===== config.mk =====
export PLATFORM = sky130hd
export DESIGN_NAME = mmcm_reset_sequencer_flat
export DESIGN_NICKNAME = d
export VERILOG_FILES = /design/src/rtl/mmcm_reset_sequencer_if.sv /design/src/rtl/mmcm_reset_sequencer.sv /design/src/flat_wrapper.sv
export SDC_FILE = /design/constraint.sdc
export NUM_CORES = 1
export LEC_CHECK = 0
export ABC_AREA = 1
export BUFFER_PORTS_ARGS = -buffer_cell sky130_fd_sc_hd__buf_2
export CAP_MARGIN = 20
export CORE_MARGIN = 4
export CORE_UTILIZATION = 36
export DETAILED_ROUTE_END_ITERATION = 8
export PLACE_DENSITY = 0.55
export SLEW_MARGIN = 40
export SYNTH_ARGS = -nofsm -noshare
export SYNTH_HDL_FRONTEND = slang
export SYNTH_SLANG_ARGS = --single-unit

===== constraint.sdc =====
create_clock -name clk -period 2.72 [get_ports clk]
set_clock_uncertainty 0.1 [all_clocks]
set_input_delay 0.408 -clock clk [delete_from_list [all_inputs] [get_ports clk]]
set_output_delay 0.408 -clock clk [all_outputs]
set_load 0.005 [all_outputs]

===== src/rtl/mmcm_reset_sequencer_if.sv =====
`default_nettype none
// +--------------------------------------------------------------------------+
// | mmcm_reset_sequencer_if : MMCM control/status and staged-reset bundle     |
// | Rev 1.0                                                                  |
// +--------------------------------------------------------------------------+
interface mmcm_reset_sequencer_if;
  logic       soft_reset;
  logic       locked;
  logic       mmcm_rst;
  logic       sys_reset_n;
  logic       core_reset_n;
  logic       ready;
  logic [2:0] state;
  logic [7:0] retry_cnt;
  logic       fail;

  modport master (
    input  soft_reset, locked,
    output mmcm_rst, sys_reset_n, core_reset_n, ready, state, retry_cnt, fail
  );

  modport slave (
    output soft_reset, locked,
    input  mmcm_rst, sys_reset_n, core_reset_n, ready, state, retry_cnt, fail
  );
endinterface
`default_nettype wire


===== src/rtl/mmcm_reset_sequencer.sv =====
`default_nettype none
// +--------------------------------------------------------------------------+
// | mmcm_reset_sequencer : MMCM reset/lock supervisor with staged releases.   |
// | Optional macro MMCM_RETRY_LIMIT_EN adds a terminal FAIL state.           |
// | Rev 1.0                                                                  |
// +--------------------------------------------------------------------------+
module mmcm_reset_sequencer #(
  parameter int RST_CYCLES    = 16,
  parameter int LOCK_TIMEOUT  = 65536,
  parameter int STABLE_CYCLES = 256,
  parameter int STAGE_GAP     = 16,
  parameter int MAX_RETRIES   = 4
) (
  input  logic                   clk,
  input  logic                   reset_n,
  mmcm_reset_sequencer_if.master bus
);

  localparam int MAX_AB  = (RST_CYCLES > LOCK_TIMEOUT) ? RST_CYCLES : LOCK_TIMEOUT;
  localparam int MAX_CD  = (STABLE_CYCLES > STAGE_GAP) ? STABLE_CYCLES : STAGE_GAP;
  localparam int MAX_CYC = (MAX_AB > MAX_CD) ? MAX_AB : MAX_CD;
  localparam int CNT_W   = $clog2(MAX_CYC) + 1;

  localparam logic [CNT_W-1:0] RST_LAST    = CNT_W'(RST_CYCLES - 1);
  localparam logic [CNT_W-1:0] TIMEOUT_LAST = CNT_W'(LOCK_TIMEOUT - 1);
  localparam logic [CNT_W-1:0] STABLE_LAST = CNT_W'(STABLE_CYCLES - 1);
  localparam logic [CNT_W-1:0] GAP_LAST    = CNT_W'(STAGE_GAP - 1);

  localparam logic [2:0] ST_PWR_RST   = 3'd0;
  localparam logic [2:0] ST_WAIT_LOCK = 3'd1;
  localparam logic [2:0] ST_STABLE    = 3'd2;
  localparam logic [2:0] ST_REL_SYS   = 3'd3;
  localparam logic [2:0] ST_RUN       = 3'd4;
`ifdef MMCM_RETRY_LIMIT_EN
  localparam logic [2:0] ST_FAIL      = 3'd5;
  localparam logic [7:0] RETRY_LIMIT  = 8'(MAX_RETRIES);
`endif

  logic             locked_meta_q, locked_meta_d;
  logic             locked_s_q, locked_s_d;
  logic [2:0]       state_q, state_d;
  logic [CNT_W-1:0] counter_q, counter_d;
  logic [7:0]       retry_cnt_q, retry_cnt_d;
  logic [7:0]       retry_inc;
  logic             mmcm_rst_q, mmcm_rst_d;
  logic             sys_reset_n_q, sys_reset_n_d;
  logic             core_reset_n_q, core_reset_n_d;
  logic             ready_q, ready_d;
`ifdef MMCM_RETRY_LIMIT_EN
  logic             fail_q, fail_d;
`endif

  // LOCKED is asynchronous; only locked_s_q is used by the state logic.
  always_comb begin
    locked_meta_d = bus.locked;
    locked_s_d    = locked_meta_q;
  end

  always_comb begin
    state_d     = state_q;
    retry_cnt_d = retry_cnt_q;
    retry_inc   = (retry_cnt_q == 8'hFF) ? 8'hFF : retry_cnt_q + 8'd1;

    case (state_q)
      ST_PWR_RST: begin
        if (counter_q == RST_LAST) state_d = ST_WAIT_LOCK;
      end
      ST_WAIT_LOCK: begin
        if (bus.soft_reset) begin
          state_d = ST_PWR_RST;
        end else if (locked_s_q) begin
          state_d = ST_STABLE;
        end else if (counter_q == TIMEOUT_LAST) begin
          retry_cnt_d = retry_inc;
`ifdef MMCM_RETRY_LIMIT_EN
          if (retry_inc >= RETRY_LIMIT) state_d = ST_FAIL;
          else                          state_d = ST_PWR_RST;
`else
          state_d = ST_PWR_RST;
`endif
        end
      end
      ST_STABLE: begin
        if (bus.soft_reset)                 state_d = ST_PWR_RST;
        else if (!locked_s_q)               state_d = ST_WAIT_LOCK;
        else if (counter_q == STABLE_LAST)  state_d = ST_REL_SYS;
      end
      ST_REL_SYS: begin
        if (bus.soft_reset || !locked_s_q)  state_d = ST_PWR_RST;
        else if (counter_q == GAP_LAST)     state_d = ST_RUN;
      end
      ST_RUN: begin
        if (bus.soft_reset || !locked_s_q)  state_d = ST_PWR_RST;
      end
`ifdef MMCM_RETRY_LIMIT_EN
      ST_FAIL: begin
        state_d = ST_FAIL;
      end
`endif
      default: begin
        state_d = ST_PWR_RST;
      end
    endcase

    // Counter restarts on every state change, so each state times itself.
    counter_d = (state_d != state_q) ? '0 : counter_q + CNT_W'(1);
  end

  // Outputs decode the next state so their flops line up with state_q.
  always_comb begin
    mmcm_rst_d     = (state_d == ST_PWR_RST);
    sys_reset_n_d  = (state_d == ST_REL_SYS) || (state_d == ST_RUN);
    core_reset_n_d = (state_d == ST_RUN);
    ready_d        = (state_d == ST_RUN);
`ifdef MMCM_RETRY_LIMIT_EN
    fail_d         = (state_d == ST_FAIL);
    if (state_d == ST_FAIL) mmcm_rst_d = 1'b1;
`endif
  end

  always_ff @(posedge clk) begin
    if (!reset_n) begin
      locked_meta_q  <= 1'b0;
      locked_s_q     <= 1'b0;
      state_q        <= ST_PWR_RST;
      counter_q      <= '0;
      retry_cnt_q    <= 8'd0;
      mmcm_rst_q     <= 1'b1;
      sys_reset_n_q  <= 1'b0;
      core_reset_n_q <= 1'b0;
      ready_q        <= 1'b0;
`ifdef MMCM_RETRY_LIMIT_EN
      fail_q         <= 1'b0;
`endif
    end else begin
      locked_meta_q  <= locked_meta_d;
      locked_s_q     <= locked_s_d;
      state_q        <= state_d;
      counter_q      <= counter_d;
      retry_cnt_q    <= retry_cnt_d;
      mmcm_rst_q     <= mmcm_rst_d;
      sys_reset_n_q  <= sys_reset_n_d;
      core_reset_n_q <= core_reset_n_d;
      ready_q        <= ready_d;
`ifdef MMCM_RETRY_LIMIT_EN
      fail_q         <= fail_d;
`endif
    end
  end

  assign bus.mmcm_rst     = mmcm_rst_q;
  assign bus.sys_reset_n  = sys_reset_n_q;
  assign bus.core_reset_n = core_reset_n_q;
  assign bus.ready        = ready_q;
  assign bus.state        = state_q;
  assign bus.retry_cnt    = retry_cnt_q;
`ifdef MMCM_RETRY_LIMIT_EN
  assign bus.fail         = fail_q;
`else
  assign bus.fail         = 1'b0;
`endif

endmodule
`default_nettype wire


===== src/flat_wrapper.sv =====
// flat-port wrapper written by rule: the top's interface ports become plain ports
module mmcm_reset_sequencer_flat 
#(
  parameter int RST_CYCLES    = 16,
  parameter int LOCK_TIMEOUT  = 65536,
  parameter int STABLE_CYCLES = 256,
  parameter int STAGE_GAP     = 16,
  parameter int MAX_RETRIES   = 4
)
  (clk, reset_n, bus_soft_reset, bus_locked, bus_mmcm_rst, bus_sys_reset_n, bus_core_reset_n, bus_ready, bus_state, bus_retry_cnt, bus_fail);
  mmcm_reset_sequencer_if bus_i ();
  input  logic clk;
  input  logic reset_n;
  input wire logic [$bits(bus_i.soft_reset)-1:0] bus_soft_reset;
  input wire logic [$bits(bus_i.locked)-1:0] bus_locked;
  output wire logic [$bits(bus_i.mmcm_rst)-1:0] bus_mmcm_rst;
  output wire logic [$bits(bus_i.sys_reset_n)-1:0] bus_sys_reset_n;
  output wire logic [$bits(bus_i.core_reset_n)-1:0] bus_core_reset_n;
  output wire logic [$bits(bus_i.ready)-1:0] bus_ready;
  output wire logic [$bits(bus_i.state)-1:0] bus_state;
  output wire logic [$bits(bus_i.retry_cnt)-1:0] bus_retry_cnt;
  output wire logic [$bits(bus_i.fail)-1:0] bus_fail;
  assign bus_i.soft_reset = bus_soft_reset;
  assign bus_i.locked = bus_locked;
  assign bus_mmcm_rst = bus_i.mmcm_rst;
  assign bus_sys_reset_n = bus_i.sys_reset_n;
  assign bus_core_reset_n = bus_i.core_reset_n;
  assign bus_ready = bus_i.ready;
  assign bus_state = bus_i.state;
  assign bus_retry_cnt = bus_i.retry_cnt;
  assign bus_fail = bus_i.fail;
  mmcm_reset_sequencer #(.RST_CYCLES(RST_CYCLES), .LOCK_TIMEOUT(LOCK_TIMEOUT), .STABLE_CYCLES(STABLE_CYCLES), .STAGE_GAP(STAGE_GAP), .MAX_RETRIES(MAX_RETRIES)) u_core (.clk(clk), .reset_n(reset_n), .bus(bus_i));
endmodule

==> impl_metrics.csv, run 1 <==
group,metric,value,unit
outcome,outcome,"completed",
cts,clk-insertion-delay-late,0.28,ns
pwr,switchingPower,0.000186,W
global_routing,grt_first_pass_wirelength,5.87,mm
global_routing,gr-usage-all-layers,12.0,%
global_routing,grt.overflow.total,0,
timing,total_negative_setup_slacks,0,ns
drt,drt-vias-per-instance,4.60,
global_routing,number_of_global_route_vias_before_repair,1380,
die,ioPinCount,20,
pwr,power_density,416,nW/um^2
drt,totalWireLength,3.36,mm
cts,cts_tree,"done",
setup_path,r2r_slack,0.21,ns
cts,clkSinkCount,33,
yosys,postSynth.topFlopCell,"dfxtp_1",
cts,max-clock-path-buffers,2,
pwr,static-leakage-power,0.798,nW
yosys,mappedNetlistArea,1790,sq um
yosys,synth_async_sr_flop_share,0,%
drt,drcViolationCount,0,
yosys,yosysTopAreaCellShare,36.9,%
drt,routed-via-count,1443,
yosys,postSynthCellCount,226,
worst_hold_path,min-delay-path-class,"input pin to flop",
global_routing,antenna_violations_before_repair,0,
timing,hold_vio_cnt_final,0,
die,fp.dieArea,6160,sq um
drt,dr.pass1.iters,4,
yosys,number_of_flops_mapped_to_enable_cells_by_yosys,0,
timing,drv_slew,0,
worst_hold_path,timing.hold.worst_path_depth,3,
timing,fin_crit_sh,92.2,%
setup_path,worstSetupPathType,"flop to flop",
pwr,power.sequential.fraction,57.8,%
global_routing,grt_start_max_net_pins,18,
cts,htreeDepth,2,
die,fp.dieH,78.5,um
timing,maxClockFrequency,399,MHz
timing,setup_repair_after_global_routing_missed_its_margin,"true",
yosys,net_count_after_synthesis,233,
cts,worst_setup_hold_path_clk_slew,0.07,ns
die,num_rows,25,
pwr,sw_frac_of_total,21.9,%
die,die_width,78.5,um
worst_hold_path,hold_path.startpoint,"bus_locked",
drt,routed_wire_length_per_instance,10.7,um
yosys,synth_area_leaders,"dfxtp_1 (37%), nor3_2 (7.3%), inv_1 (6.7%)",
die,initial_core_util,37.6,%
yosys,ys_ff_latch,33,
drt,detailed_route_iter0_violations,70,
yosys,syn_area_per_cell,7.92,sq um
drt,drt.antenna.violating_nets,0,
pwr,clock_power_share,39.0,%
setup_path,setup.worst_path.start_class,"flop",
yosys,synth_top_area_cell,"dfxtp_1",
cts,hold_buffers,0,
place,dp.final_hpwl,2.41,mm
setup_path,cp_data_arrival_time,2.62,ns
setup_path,worst_r2r_startpoint,"u_core.counter_q[0]",
setup_path,critPathRequiredTime,2.83,ns
cts,cts_resized,0,
die,fp.coreArea,4750,sq um
yosys,ys_seq_area_share,36.9,%
cts,postCtsSetupBuffers,0,
setup_path,worst-path-max-fanout,6,
finish,area_growth_syn_to_layout,14.5,%
cts,ctsRootBufferMaster,"clkbuf_8",
pwr,cellInternalPower,0.000666,W
timing,fin_worst_hold_slack,0.202,ns
flow_run,number_of_maximum_capacitance_violations,0,
finish,post_route_cells_drive_above_1_share,26.7,%
finish,number_of_antenna_repair_diodes,0,
worst_hold_path,hold_path_end,"u_core.locked_meta_q",
cts,cts_made_buffers,5,
place,place.gp.congestion,0.849,
place,buffer_ports.inserted,18,
setup_path,setup.worst_path.start,"u_core.counter_q[0]",
pwr,p_total,0.000852,W
pwr,ir_worst_vdd,0.207,mV
finish,layout.nets,255,
timing,layout_min_cycle_time,2.51,ns
timing,setup_viol,0,
yosys,yosys_warnings,0,
pwr,comb_power_share,3.3,%
setup_path,worstSetupEndpointType,"flop",
yosys,ys_types,34,
setup_path,ff2ff_path_depth,13,
setup_path,rr_endpoint,"u_core.bus.retry_cnt[4]",
==> power by group through the flow <==
stage,logic (W),registers [W],clock network (W)
CTS,0.0000286,0.000492,0.000347
global route,0.0000317,0.000493,0.000368
detailed placement,0.0000285,0.000503,0
finish,0.0000279,0.000492,0.000332
global placement,0.0000284,0.000503,0
floorplan,0.0000239,0.000502,0
==> metrics by stage <==
stage	utilization, %	std cells	setup WS [ns]	instance area [sq um]
after global placement	40.4	306	0.170	1920
after detailed placement	40.4	306	0.0755	1920
after global routing	43.1	314	-0.00604	2050
after CTS	42.0	312	0.0763	2000
after floorplan	-	226	0.326	1790
final	43.1	314	0.212	2050
==> routing by layer <==
metal	wire length (um)	part of all wire (%)	global-route usage (%)
met1	1740	52	15.3
met5	0	0	0
met4	68	2.0	5.77
met2	1440	43	18.5
met3	108	3.2	3.21
==> placed cells by master (no fill, tap or decap), types with 2 or more instances in the layout <==
cell,count
inv_2,4
nand3_2,3
nand2_1,30
nor3_1,11
nor2_1,21
a21oi_1,11
xnor2_1,7
nand2_4,3
xor2_1,11
o21ai_0,3
nand3_1,7
clkbuf_8,5
buf_2,18
nor2_2,3
nand4_1,6
inv_1,31
nor3_2,13
nand2_2,6
dfxtp_1,33
nor2_4,3
ha_1,2
==> synth_stat cells, types with 6 or more instances <==
library cell / instances
nand2_1: 30
nand3_1: 8
nor3_2: 13
nor2_1: 21
nand4_1: 6
inv_1: 32
a21oi_1: 11
xnor2_1: 7
nor3_1: 11
xor2_1: 11
nand2_2: 6
dfxtp_1: 33
==> kinds of logic (layout without fill, tap and decap cells) <==
group / count (synthesis) / after routing / share of synthesized area, %
AOI/OAI and AO/OA: 19 / 19 / 5.87
xor gates and xnor gates: 18 / 18 / 8.81
adders and majority gates: 3 / 3 / 2.10
buffers and inverters: 41 / 60 / 9.86
DFF: 33 / 33 / 36.9
other: 1 / 1 / 0.210
and+or+nand+nor: 111 / 113 / 36.2
==> worst max-delay path by stage <==
stage                                   end  slack, ns  depth (start not counted)
floorplan               u_core.counter_q[8]       0.33                         16
global placement       u_core.counter_q[11]       0.17                         15
detailed placement     u_core.counter_q[14]       0.08                         15
CTS                    u_core.counter_q[14]       0.08                         15
global route        u_core.bus.retry_cnt[4]     -0.006                         13
finish              u_core.bus.retry_cnt[4]       0.21                         13
==> cell type report <==
type | count | area (sq um)
fill | 507 | 2710
clock inverter | 1 | 5.00
timing repair buffer | 18 | 90.1
inverter | 36 | 135
multi-input combinational | 154 | 1000
clock buffer | 5 | 68.8
tap | 67 | 83.8
sequential | 33 | 661
==> sequential cells by signal (all words and copies together), names as in the netlist <==
register	cells
u_core.bus.mmcm_rst	1
u_core.bus.retry_cnt	8
u_core.locked_meta_q	1
u_core.bus.state	3
u_core.locked_s_q	1
u_core.bus.sys_reset_n	1
u_core.bus.core_reset_n	1
u_core.counter_q	17
==> worst max-delay path, stage by stage (launching register included) <==
cell,delay [ns]
dfxtp_1,0.37
ha_1,0.20
nand2_1,0.07
inv_2,0.07
nand2_2,0.09
nor2_4,0.11
nand3_1,0.11
nor4b_2,0.24
ha_2,0.24
nand4_2,0.21
nor2_2,0.18
nand3_1,0.10
or2_0,0.21
a21oi_1,0.13
Note: power is estimated with default switching activity, not from simulation.
==> run 2, diff against run 1 <==
--- a/config.mk
+++ b/config.mk
@@ -8,7 +8,6 @@
 export ABC_AREA = 1
 export BUFFER_PORTS_ARGS = -buffer_cell sky130_fd_sc_hd__buf_2
 export CAP_MARGIN = 20
-export CORE_MARGIN = 4
 export CORE_UTILIZATION = 36
 export DETAILED_ROUTE_END_ITERATION = 8
 export PLACE_DENSITY = 0.55
==> impl_metrics.csv, run 2 (same netlist as run 1, synthesis figures left out) <==
group,metric,value,unit
worst_hold_path,hold_path.startpoint,"bus_locked",
cts,clkSinkCount,33,
pwr,power_density,451,nW/um^2
die,fp.dieH,72.5,um
worst_hold_path,min-delay-path-class,"input pin to flop",
finish,number_of_antenna_repair_diodes,0,
pwr,p_total,0.000933,W
place,dpl_worst_slack,0.0947,ns
finish,largest_reg_flops,17,
cts,worst_setup_hold_path_clk_slew,0.07,ns
die,fp.dieArea,5260,sq um
setup_path,worst-path-max-fanout,6,
setup_path,worstSetupPathType,"flop to flop",
setup_path,slowest_stage,"dfxtp_2",
timing,total_negative_setup_slacks,0,ns
timing,timing.final.ws_setup,0.223,ns
finish,post_route_cells_drive_above_1_share,27.2,%
die,die_width,72.5,um
timing,maxClockFrequency,400,MHz
place,placed_cell_count,306,
timing,hold_vio_cnt_final,0,
die,ioPinCount,20,
timing,layout_min_cycle_time,2.50,ns
global_routing,grt_start_max_net_pins,18,
global_routing,number_of_global_route_vias_before_repair,1367,
setup_path,cell_chain_critical_path,"ha_1 > nand2_1 > inv_2 > nand2_2 > nor2_4 > nand3_1 > nor4b_2 > ha_2 > nand4_2 > nor2_2 > nand3_1 > or2_0 > a21oi_1",
drt,drcViolationCount,0,
drt,totalWireLength,3.41,mm
outcome,outcome,"completed",
pwr,ir_worst_vdd,0.213,mV
timing,setup_viol,0,
drt,detailed_route_iter0_violations,32,
setup_path,crit_path_frequent_cell,"nand3_1",
drt,routed-via-count,1411,
die,fp.coreArea,4750,sq um
cts,max-clock-path-buffers,2,
place,place.gp.congestion,0.781,
drt,routed_wire_length_per_instance,10.7,um
finish,area_growth_syn_to_layout,15.6,%
finish,final_cell_mix,"inv_1 (32), dfxtp_1 (32), nand2_1 (30)",
timing,setup_repair_after_global_routing_missed_its_margin,"false",
drt,drt.antenna.violating_nets,0,
setup_path,worstSetupEndpointType,"flop",
drt,drt-vias-per-instance,4.45,
finish,layout.nets,256,
global_routing,antenna_violations_before_repair,0,
global_routing,grt.overflow.total,0,
cts,ctsRootBufferMaster,"clkbuf_8",
flow_run,number_of_maximum_capacitance_violations,0,
die,num_rows,25,
finish,largest-register,"u_core.counter_q",
cts,cts_tree,"done",
timing,fin_crit_sh,91.8,%
setup_path,setup.worst_path.start_class,"flop",
place,buffer_ports.inserted,18,
drt,dr.pass1.iters,4,
timing,drv_slew,0,
cts,cts_made_buffers,5,
pwr,static-leakage-power,0.815,nW
finish,post-route-util,43.5,%
place,dp.final_hpwl,2.46,mm
finish,fin_cells,317,
cts,htreeDepth,2,
setup_path,cp_data_arrival_time,2.61,ns
setup_path,critPathRequiredTime,2.83,ns
cts,clk-insertion-delay-late,0.29,ns
setup_path,r2r_slack,0.22,ns
global_routing,grt_first_pass_wirelength,5.91,mm
global_routing,gr-usage-all-layers,14.9,%
die,initial_core_util,37.6,%
setup_path,setup.worst_path.start,"u_core.counter_q[0]",
setup_path,critPathMaxStageDelay,0.34,ns
setup_path,worst_r2r_startpoint,"u_core.counter_q[0]",
[run 2: cell types whose count changed in the layout (fill, tap and decap cells not counted), sizes merged]
cell,before,now
nand2,40,38
clkbuf,5,7
buf,18,21
[run 2: worst max-delay path, delay by kind of cell (launching register included)]
| kind | cells | cell delay (ns) |
|---|---|---|
| buffers and inverters | 1 | 0.07 |
| DFF | 1 | 0.34 |
| and+or+nand+nor | 9 | 1.33 |
| AOI/OAI and AO/OA | 1 | 0.14 |
| adders and majority gates | 2 | 0.44 |
[run 2: final timing paths]
path | to | cells after the start
setup / recovery | u_core.bus.retry_cnt[4] | 13
hold / removal | u_core.locked_meta_q | 3
setup reg to reg | u_core.bus.retry_cnt[4] | 13
hold reg to reg | u_core.locked_s_q | 2
[run 2: repair_timing]
action                                  4_1_cts  5_1_grt
endpoints found under the setup margin        0       21
hold buffers                                  0        0
setup buffers                                 0        3
resized for setup                             0        3
[run 2: through the flow]
stage          hold slack, ns  cell area [sq um]
6_report                0.196               2070
5_1_grt                 0.192               2070
4_1_cts                 0.189               2020
3_5_place_dp            0.301               1920
3_3_place_gp            0.293               1920
2_1_floorplan           0.290               1790
[run 2: layout make-up]
cell class / instances / area, sq um
well taps: 67 / 83.8
clock inverters: 1 / 5.00
clock buffers: 7 / 96.3
repair buffers: 21 / 125
multi-input cells: 152 / 961
inverters: 36 / 135
fillers: 521 / 2690
flip-flops and latches: 33 / 662
[run 2: power by group]
| group | switching, W | internal (W) | total [W] |
|---|---|---|---|
| combinational | 0.0000182 | 0.00000947 | 0.0000276 |
| clock | 0.000184 | 0.000229 | 0.000413 |
| sequential | 0.00000347 | 0.000489 | 0.000492 |
[run 2: layer usage]
| metal | track usage (%) | part of all wire (%) | up-vias |
|---|---|---|---|
| met2 | 24.5 | 47 | 17 |
| met1 | 17.5 | 48 | 628 |
| met4 | 7.84 | 2.3 | 0 |
| li1 | - | - | 759 |
| met5 | 0 | 0 | - |
| met3 | 4.17 | 2.7 | 7 |
==> run 3, diff against run 2 <==
--- a/config.mk
+++ b/config.mk
@@ -9,7 +9,9 @@
 export BUFFER_PORTS_ARGS = -buffer_cell sky130_fd_sc_hd__buf_2
 export CAP_MARGIN = 20
 export CORE_UTILIZATION = 36
+export CTS_BUF_LIST = sky130_fd_sc_hd__clkbuf_16
 export DETAILED_ROUTE_END_ITERATION = 8
+export HOLD_SLACK_MARGIN = 0.05
 export PLACE_DENSITY = 0.55
 export SLEW_MARGIN = 40
 export SYNTH_ARGS = -nofsm -noshare
==> constraint.sdc (replaced) <==
create_clock -name clk -period 3.05 [get_ports clk]
set_clock_uncertainty 0.1 [all_clocks]
set_input_delay 0.4575 -clock clk [delete_from_list [all_inputs] [get_ports clk]]
set_output_delay 0.4575 -clock clk [all_outputs]
set_load 0.005 [all_outputs]
==> impl_metrics.csv, run 3 (same netlist as run 1, synthesis figures left out) <==
group,metric,value,unit
finish,fin_cells,314,
worst_hold_path,min-delay-path-class,"input pin to flop",
cts,cts_tree,"done",
die,initial_core_util,37.6,%
finish,fillers,519,
setup_path,critPathMaxStageDelay,0.36,ns
cts,ctsRootBufferMaster,"clkbuf_16",
cts,clk-insertion-delay-late,0.28,ns
cts,clkSinkCount,33,
global_routing,grt_first_pass_wirelength,5.94,mm
setup_path,cell_chain_critical_path,"ha_1 > nand2_1 > inv_2 > nand2_2 > nor2_4 > nand3_1 > nor4b_1 > ha_1 > inv_1 > a21oi_1 > nor3_2 > inv_1 > nand3_1 > nand2_4 > nor3_1",
timing,fin_crit_sh,85.6,%
cts,cts_resized,0,
outcome,outcome,"completed",
setup_path,worstSetupEndpointType,"flop",
cts,max-clock-path-buffers,2,
die,ioPinCount,20,
drt,dr.pass1.iters,4,
setup_path,cp.buffers_inverters,3,
finish,number_of_antenna_repair_diodes,0,
setup_path,worst-path-max-fanout,17,
setup_path,worst_path_dominant_cell_family,"simple AND/OR/NAND/NOR gates",
timing,layout_min_cycle_time,2.61,ns
place,dp.final_hpwl,2.46,mm
global_routing,gr-usage-all-layers,14.8,%
timing,maxClockFrequency,383,MHz
finish,post_route_cells_drive_above_1_share,24.3,%
global_routing,antenna_violations_before_repair,0,
global_routing,grt_start_max_net_pins,18,
setup_path,worst_r2r_startpoint,"u_core.counter_q[0]",
cts,worst_setup_hold_path_clk_slew,0.05,ns
die,die_width,72.5,um
finish,largest_reg_flops,17,
drt,totalWireLength,3.44,mm
worst_hold_path,hold_path_end,"u_core.locked_meta_q",
timing,fin_worst_hold_slack,0.256,ns
drt,drt-vias-per-instance,4.49,
cts,hold_buffers,0,
timing,total_negative_setup_slacks,0,ns
pwr,ir_worst_vdd,0.220,mV
finish,multi_input_comb_area,952,sq um
drt,routed-via-count,1410,
place,placed_cell_count,306,
setup_path,r2r_slack,0.44,ns
pwr,static-leakage-power,0.811,nW
setup_path,cp_data_arrival_time,2.66,ns
global_routing,grt.overflow.total,0,
die,num_rows,25,
setup_path,worstSetupPathType,"flop to flop",
finish,area_growth_syn_to_layout,15.1,%
setup_path,slowest_stage,"dfxtp_1",
place,place.gp.congestion,0.781,
global_routing,number_of_global_route_vias_before_repair,1364,
finish,largest-register,"u_core.counter_q",
timing,setup_viol,0,
place,buffer_ports.inserted,18,
drt,drt.antenna.violating_nets,0,
pwr,power_density,459,nW/um^2
finish,layout.nets,253,
worst_hold_path,hold_path.startpoint,"bus_locked",
cts,cts_made_buffers,5,
drt,routed_wire_length_per_instance,11.0,um
timing,setup_repair_after_global_routing_missed_its_margin,"false",
setup_path,setup.worst_path.start_class,"flop",
die,fp.coreArea,4750,sq um
finish,mostFrequentLayoutCell,"dfxtp_1",
cts,postCtsSetupBuffers,0,
drt,detailed_route_iter0_violations,73,
setup_path,rr_endpoint,"u_core.counter_q[13]",
setup_path,critPathRequiredTime,3.10,ns
finish,seq_area,661,sq um
drt,drcViolationCount,0,
worst_hold_path,timing.hold.worst_path_depth,3,
cts,htreeDepth,2,
timing,drv_slew,0,
finish,final_cell_mix,"dfxtp_1 (33), inv_1 (32), nand2_1 (30)",
timing,hold_vio_cnt_final,0,
flow_run,number_of_maximum_capacitance_violations,0,
setup_path,ff2ff_path_depth,15,
die,fp.dieH,72.5,um
die,fp.dieArea,5260,sq um
-- run 3: cell types whose count changed in the layout (fill, tap and decap cells not counted), sizes merged --
| cell | before | now |
|---|---|---|
| clkbuf | 7 | 5 |
| buf | 21 | 18 |
| clkinv | 2 | 4 |
-- run 3: layer usage --
metal / wire length (um) / vias up / GRT usage [%]
met5: 0 / - / 0
met4: 59 / 0 / 6.54
met3: 104 / 5 / 4.17
met2: 1600 / 18 / 24.5
met1: 1670 / 630 / 17.8
li1: - / 757 / -
-- run 3: tightest hold or removal path, stage by stage --
cell and delay, ns:
buf_2 0.07, nand2_1 0.04, inv_1 0.04
-- run 3: layout make-up --
class | count | share of cell area (%)
multi-input cells | 152 | 46.2
flip-flops and latches | 33 | 32.1
inverters | 36 | 6.56
clock buffers | 5 | 6.08
repair buffers | 18 | 4.37
well taps | 67 | 4.07
clock inverters | 3 | 0.608
-- run 3: metrics by stage --
stage	power, W	util (%)	instance area, sq um	worst slack (ns)
6_report	0.000944	43.3	2060	0.441
5_1_grt	0.000977	43.3	2060	0.134
4_1_cts	0.000957	43.3	2060	0.404
3_5_place_dp	0.000474	40.4	1920	0.425
3_3_place_gp	0.000474	40.4	1920	0.525
2_1_floorplan	0.000469	-	1790	0.656
-- run 3: worst max path at each step --
stage / start / slack, ns / end / cells past startpoint
floorplan: u_core.counter_q[0] / 0.66 / u_core.counter_q[8] / 16
global placement: u_core.counter_q[0] / 0.53 / u_core.counter_q[13] / 15
detailed placement: u_core.counter_q[0] / 0.42 / u_core.counter_q[13] / 15
CTS: u_core.counter_q[0] / 0.40 / u_core.counter_q[11] / 15
global route: u_core.counter_q[0] / 0.13 / u_core.counter_q[11] / 15
finish: u_core.counter_q[0] / 0.44 / u_core.counter_q[13] / 15
-- run 3: report_power, final --
group | internal (W) | switching [W] | total, W
logic | 0.00000845 | 0.0000163 | 0.0000247
registers | 0.000436 | 0.00000310 | 0.000439
clock network | 0.000295 | 0.000185 | 0.000480
